**src/rtl/alu_muldiv.sv**
```systemverilog
`default_nettype none
// ============================================================================
// Module      : alu_muldiv
// Description : Multicycle execute unit. Base ALU ops finish in one cycle;
//               RV32M mul/div/rem run on an iterative shift-add / restoring
//               engine behind a start/done handshake. Optional build macro
//               MULDIV_EARLY_OUT_EN skips the engine for trivial operands.
// Revision    : 1.0 - initial release
// ============================================================================
module alu_muldiv #(
    parameter int XLEN   = 32,
    parameter int UNROLL = 1
) (
    input  logic            clk,
    input  logic            reset,
    input  logic            start,
    input  logic [3:0]      control,
    input  logic [XLEN-1:0] A,
    input  logic [XLEN-1:0] B,
    output logic            busy,
    output logic            done,
    output logic [XLEN-1:0] result,
    output logic            zero
);
    localparam int c_ITER  = XLEN / UNROLL;
    localparam int c_CNT_W = (c_ITER > 1) ? $clog2(c_ITER) : 1;
    localparam logic [c_CNT_W-1:0] c_LAST = c_CNT_W'(c_ITER - 1);
    localparam logic [XLEN-1:0]    c_MIN  = {1'b1, {(XLEN-1){1'b0}}};

    localparam logic [3:0] c_OP_AND    = 4'b0000;
    localparam logic [3:0] c_OP_OR     = 4'b0001;
    localparam logic [3:0] c_OP_ADD    = 4'b0010;
    localparam logic [3:0] c_OP_SUB    = 4'b0110;
    localparam logic [3:0] c_OP_MUL    = 4'b1000;
    localparam logic [3:0] c_OP_MULH   = 4'b1001;
    localparam logic [3:0] c_OP_MULHSU = 4'b1010;
    localparam logic [3:0] c_OP_MULHU  = 4'b1011;
    localparam logic [3:0] c_OP_DIV    = 4'b1100;
    localparam logic [3:0] c_OP_DIVU   = 4'b1101;
    localparam logic [3:0] c_OP_REM    = 4'b1110;
    localparam logic [3:0] c_OP_REMU   = 4'b1111;

    typedef enum logic [1:0] {
        S_IDLE = 2'd0,
        S_CALC = 2'd1,
        S_FIX  = 2'd2,
        S_DONE = 2'd3
    } state_t;

    state_t             r_state;
    logic               r_busy;
    logic               r_done;
    logic [XLEN-1:0]    r_result;
    logic               r_zero;
    logic [3:0]         r_op;
    logic               r_neg;
    logic               r_neg_a;
    logic [XLEN-1:0]    r_hi;
    logic [XLEN-1:0]    r_lo;
    logic [XLEN-1:0]    r_opb;
    logic [c_CNT_W-1:0] r_cnt;

    logic [XLEN-1:0]    w_base_res;
    logic               w_a_sgn;
    logic               w_b_sgn;
    logic [XLEN-1:0]    w_a_mag;
    logic [XLEN-1:0]    w_b_mag;
    logic               w_early;
    logic [XLEN-1:0]    w_early_res;
    logic [XLEN-1:0]    w_hi_nx;
    logic [XLEN-1:0]    w_lo_nx;
    logic [XLEN:0]      w_trial;
    logic [2*XLEN-1:0]  w_prod;
    logic [XLEN-1:0]    w_quo;
    logic [XLEN-1:0]    w_rem;
    logic [XLEN-1:0]    w_fix_res;

    always_comb begin
        w_base_res = '0;
        case (control)
            c_OP_AND: w_base_res = A & B;
            c_OP_OR:  w_base_res = A | B;
            c_OP_ADD: w_base_res = A + B;
            c_OP_SUB: w_base_res = A - B;
            default:  w_base_res = '0;
        endcase
    end

    // The engine works on magnitudes; MUL is taken as unsigned since its low half is sign-agnostic.
    assign w_a_sgn = A[XLEN-1] & ((control == c_OP_MULH) | (control == c_OP_MULHSU) |
                                  (control == c_OP_DIV)  | (control == c_OP_REM));
    assign w_b_sgn = B[XLEN-1] & ((control == c_OP_MULH) | (control == c_OP_DIV) |
                                  (control == c_OP_REM));
    assign w_a_mag = w_a_sgn ? -A : A;
    assign w_b_mag = w_b_sgn ? -B : B;

`ifdef MULDIV_EARLY_OUT_EN
    always_comb begin
        w_early     = 1'b0;
        w_early_res = '0;
        if (!control[2]) begin
            w_early = (A == '0) || (B == '0);
        end else if (B == '0) begin
            w_early     = 1'b1;
            w_early_res = control[1] ? A : '1;
        end else if (!control[0] && (A == c_MIN) && (B == '1)) begin
            w_early     = 1'b1;
            w_early_res = control[1] ? '0 : A;
        end
    end
`else
    assign w_early     = 1'b0;
    assign w_early_res = '0;
`endif

    // One engine step per unrolled bit: restoring divide shifts the dividend out of r_lo
    // into the remainder in r_hi; shift-add multiply shifts the product right through r_hi:r_lo.
    always_comb begin
        w_hi_nx = r_hi;
        w_lo_nx = r_lo;
        w_trial = '0;
        for (int i = 0; i < UNROLL; i++) begin
            if (r_op[2]) begin
                w_trial = {w_hi_nx, w_lo_nx[XLEN-1]};
                w_lo_nx = {w_lo_nx[XLEN-2:0], 1'b0};
                if (w_trial >= {1'b0, r_opb}) begin
                    w_trial    = w_trial - {1'b0, r_opb};
                    w_lo_nx[0] = 1'b1;
                end
                w_hi_nx = w_trial[XLEN-1:0];
            end else begin
                w_trial = {1'b0, w_hi_nx} + (w_lo_nx[0] ? {1'b0, r_opb} : {(XLEN+1){1'b0}});
                w_lo_nx = {w_trial[0], w_lo_nx[XLEN-1:1]};
                w_hi_nx = w_trial[XLEN:1];
            end
        end
    end

    assign w_prod = r_neg   ? -{r_hi, r_lo} : {r_hi, r_lo};
    assign w_quo  = r_neg   ? -r_lo : r_lo;
    assign w_rem  = r_neg_a ? -r_hi : r_hi;

    always_comb begin
        w_fix_res = '0;
        case (r_op)
            c_OP_MUL:                           w_fix_res = w_prod[XLEN-1:0];
            c_OP_MULH, c_OP_MULHSU, c_OP_MULHU: w_fix_res = w_prod[2*XLEN-1:XLEN];
            c_OP_DIV, c_OP_DIVU:                w_fix_res = w_quo;
            c_OP_REM, c_OP_REMU:                w_fix_res = w_rem;
            default:                            w_fix_res = '0;
        endcase
    end

    always_ff @(posedge clk) begin
        if (!reset) begin
            r_state  <= S_IDLE;
            r_busy   <= 1'b0;
            r_done   <= 1'b0;
            r_result <= '0;
            r_zero   <= 1'b1;
        end else begin
            r_done <= 1'b0;
            case (r_state)
                S_IDLE: begin
                    if (start) begin
                        r_busy <= 1'b1;
                        if (!control[3]) begin
                            r_result <= w_base_res;
                            r_zero   <= (w_base_res == '0);
                            r_done   <= 1'b1;
                            r_state  <= S_DONE;
                        end else if (w_early) begin
                            r_result <= w_early_res;
                            r_zero   <= (w_early_res == '0);
                            r_done   <= 1'b1;
                            r_state  <= S_DONE;
                        end else begin
                            r_op    <= control;
                            r_neg   <= (w_a_sgn ^ w_b_sgn) & (B != '0);
                            r_neg_a <= w_a_sgn;
                            r_hi    <= '0;
                            r_lo    <= w_a_mag;
                            r_opb   <= w_b_mag;
                            r_cnt   <= '0;
                            r_state <= S_CALC;
                        end
                    end
                end
                S_CALC: begin
                    r_hi  <= w_hi_nx;
                    r_lo  <= w_lo_nx;
                    r_cnt <= r_cnt + c_CNT_W'(1);
                    if (r_cnt == c_LAST) begin
                        r_state <= S_FIX;
                    end
                end
                S_FIX: begin
                    r_result <= w_fix_res;
                    r_zero   <= (w_fix_res == '0);
                    r_done   <= 1'b1;
                    r_state  <= S_DONE;
                end
                S_DONE: begin
                    r_busy  <= 1'b0;
                    r_state <= S_IDLE;
                end
                default: begin
                    r_busy  <= 1'b0;
                    r_state <= S_IDLE;
                end
            endcase
        end
    end

    assign busy   = r_busy;
    assign done   = r_done;
    assign result = r_result;
    assign zero   = r_zero;

endmodule
`default_nettype wire
```
**config.mk**
```make
export PLATFORM = sky130hd
export DESIGN_NAME = alu_muldiv
export DESIGN_NICKNAME = d
export VERILOG_FILES = /design/src/rtl/alu_muldiv.sv
export SDC_FILE = /design/constraint.sdc
export NUM_CORES = 1
export LEC_CHECK = 0
export CORE_MARGIN = 3
export CORE_UTILIZATION = 38
export CTS_CLUSTER_SIZE = 24
export DETAILED_ROUTE_END_ITERATION = 6
export PLACE_DENSITY = 0.58
export SLEW_MARGIN = 20
export SYNTH_ARGS = -nofsm -noshare
export SYNTH_HDL_FRONTEND = slang
export SYNTH_SLANG_ARGS = --single-unit
```
**constraint.sdc**
```tcl
create_clock -name clk -period 6.5 [get_ports clk]
set_input_delay 1.3 -clock clk [delete_from_list [all_inputs] [get_ports clk]]
set_output_delay 1.3 -clock clk [all_outputs]
set_load 0.02 [all_outputs]
```
==> flow_summary.yaml <==
finish:
  multi_input_area_sq_um: 12700
  fillers: 4508
  antennaDiodeCount: 0
  area_delta_synth_final_pct: 17.3
  finalNetCount: 2612
  final_cell_mix: "nor2_1, nand2_1, a21oi_1"
  utilization_pct: 45.5
  seq_area_sq_um: 3920
  drive_gt1_share_pct: 9.29
  mostFrequentLayoutCell: "nor2_1"
critical_path:
  crit_start: "B[0]"
  crit_required_ns: 6.85
  cp_max_fo: 5
  critPathBufInv: 4
  timing.rr.start: "r_hi[1]$_SDFFCE_PN0P_"
  crit_family: "simple AND/OR/NAND/NOR gates"
  end_kind: "flop"
  arrival_ns: 6.54
  critPathLaunchType: "input port"
  critPathKind: "input port to flop"
  path_cells: "clkdlybuf4s50_1, inv_1, ha_1, or3b_2, or3_1, nor3_2, nand2_1, or3_1, or2_4, nor3_2, nor2_1, xnor2_1, ha_1, a21oi_1, buf_4, o21a_1, nor3b_2, a21oi_2, a21bo_2, buf_4, xor2_1, a222oi_1, mux2_2, o21ai_0"
  crit_path_top_delay_cell: "or3b_2"
  cp_slowest_stage_delay_ns: 0.46
detailed_routing:
  drtPass1Iterations: 6
  drtIter0Drc: 1929
  routed_wl_microns: 70500
  wl_per_cell_microns: 23.2
  postRouteAntennaNets: 0
  drcViolationCount: 0
  viasPerCell: 6.14
  vias: 18638
synth:
  synthTopCellsByArea: "edfxtp_1, ha_1, a21oi_1, xnor2_1, nor2_1"
  synth_edf_count: 106
  synth_seq_cells: 143
  netlist.top_cell.by_area: "edfxtp_1"
  synth_cell_types: 88
  ys_seq_area_share_pct: 22.7
  synthesis.nets: 2495
  synth_flop_cell: "edfxtp_1"
  synth_top_area_share_pct: 18.4
  syn-cell-area_sq_um: 17300
  async_reset_ff_share_pct: 0
  synth.avg_cell_area_sq_um: 7.48
  netlist_instances: 2314
  yosysWarnings: 0
global_route:
  antenna_found_initial: 2
  overflow: 0
  grt_util_all_layers_pct: 28.9
  grt_pass1_vias: 17781
  grt_max_degree: 84
  grt_pass1_wl_microns: 107000
min_path:
  min-delay-start: "result[10]$_SDFFE_PN0P_"
  hold_class: "flop to flop"
placed_design:
  dp_hpwl_microns: 55400
  io_buffers: 105
  place.gp.congestion: 1.02
sta:
  final.period_utilization_pct: 95.3
  skew_ns: 0.0144
  fmax_mhz: 161
  final_hold_viol_count: 0
  setup_viol: 0
  post-route-min-period_ns: 6.19
  setup_tns_ns: 0
  finalMaxSlewViolations: 0
  tightest_slew_ns: 1.14
  max_slew_margin_pct: 23.4
  rsz0062_at_grt: "no"
floorplan:
  fp.dieW_microns: 219
  dieArea_sq_um: 48200
  initial_core_util_pct: 38.8
  ioPinCount: 106
  row_count: 77
  core_sq_um: 44600
  die_h_microns: 219
clock_network:
  clkLatencyLatePin_ns: 0.47
  h-tree-depth: 4
  clk_path_buf_depth: 2
  cts_buffers: 17
  hold_buffers: 0
  cts_root_buf: "clkbuf_16"
  cts_setup_buffers: 0
  cts_tree: "yes"
  cts_resized: 0
  clock_sinks: 143
  cts.clk_slew.worst_paths_ns: 0.07
power_and_ir_drop:
  p_leak_nw: 8.06
  ir_drop_uv: 179
  power_density_nw_per_um2: 251
status:
  status: "finished clean"
job:
  cap_violations: 0
[report_power, final]
group          total (mW)  switching [mW]  internal (mW)
Sequential           1.40           0.204           1.19
Combinational        2.63            1.63          0.994
Clock                1.08           0.486          0.595
[sequential cells by signal, summed over array words and instances, names as in the netlist]
register	count
done	1
r_hi	32
r_state	2
busy	1
zero	1
r_op	3
r_lo	32
r_opb	32
r_cnt	5
result	32
r_neg	1
r_neg_a	1
[synthesized netlist by cell type (15+ instances only)]
cell type	instances
nor2_1	252
nand2_1	249
a21oi_1	218
o21ai_0	131
clkbuf_1	115
xnor2_1	109
ha_1	107
edfxtp_1	106
xor2_1	92
inv_1	85
nor3_1	71
mux2i_1	62
nand3_1	49
nor4_1	45
dfxtp_1	37
a21o_1	36
or3_1	32
o31ai_1	31
nand4_1	30
a211oi_1	29
and3_1	22
or4_1	22
o211ai_1	21
a21boi_0	20
and2_1	19
o22ai_1	18
a31oi_1	16
buf_1	16
nand2b_1	16
nor2b_1	16
o21bai_1	16
o41ai_1	16
or2_2	15
[metal layers]
layer,vias up,GRT usage (%),wire length (microns)
li1,8784,-,-
met1,8854,39.7,31300
met2,843,44.9,30800
met3,155,4.23,4990
met4,2,13.2,3460
met5,-,0,18
[cell families after synthesis]
kind of cell               after synthesis  share of synthesized area, %
and+or+nand+nor                        882                          24.5
AOI/OAI and AO/OA                      680                          25.2
buffers and inverters                  224                          5.01
DFF                                    143                          22.7
xor gates and xnor gates               201                          10.2
adders and majority gates              110                          8.08
muxes                                   74                          4.36
[per-stage QoR]
step | cell area, sq um | total power [mW] | instances | setup WS [ns] | hold slack (ns)
3_5_place_dp | 19600 | 3.98 | 3004 | -0.435 | 0.460
2_1_floorplan | 17300 | 3.06 | 2314 | 0.491 | 0.522
5_1_grt | 20300 | 5.43 | 3036 | 0.0718 | 0.504
6_report | 20300 | 5.11 | 3036 | 0.306 | 0.466
4_1_cts | 20200 | 5.07 | 3036 | 0.0232 | 0.470
3_3_place_gp | 19600 | 3.94 | 3003 | -0.341 | 0.455
[worst reg2reg max path, cell delays in order (launching register included)]
cell	delay, ns
edfxtp_1	0.53
inv_1	0.23
ha_1	0.27
nor4b_1	0.49
nand4_1	0.51
or4_1	0.68
a21oi_1	0.21
mux2i_1	0.15
a221oi_1	0.70
nand4_1	0.16
nor3_1	0.20
and4_1	0.31
o31ai_1	0.10
a21oi_1	0.13
[layout make-up]
type                       count  area share, %
timing repair buffer         235           10.0
multi-input combinational   1947           62.3
tap                          592           3.65
clock inverter                13          0.788
sequential                   143           19.3
clock buffer                  19           2.34
inverter                      87           1.61
[path summary, 6_finish.rpt]
| kind | to | slack, ns | cells past startpoint |
|---|---|---|---|
| setup reg to reg | zero$_SDFFE_PN1P_ | 1.78 | 13 |
| hold reg to reg | result[10]$_SDFFE_PN0P_ | 0.47 | 2 |
| setup / recovery | result[27]$_SDFFE_PN0P_ | 0.31 | 24 |
| hold / removal | result[10]$_SDFFE_PN0P_ | 0.47 | 2 |
No activity file was read; power rests on OpenSTA's default activity.
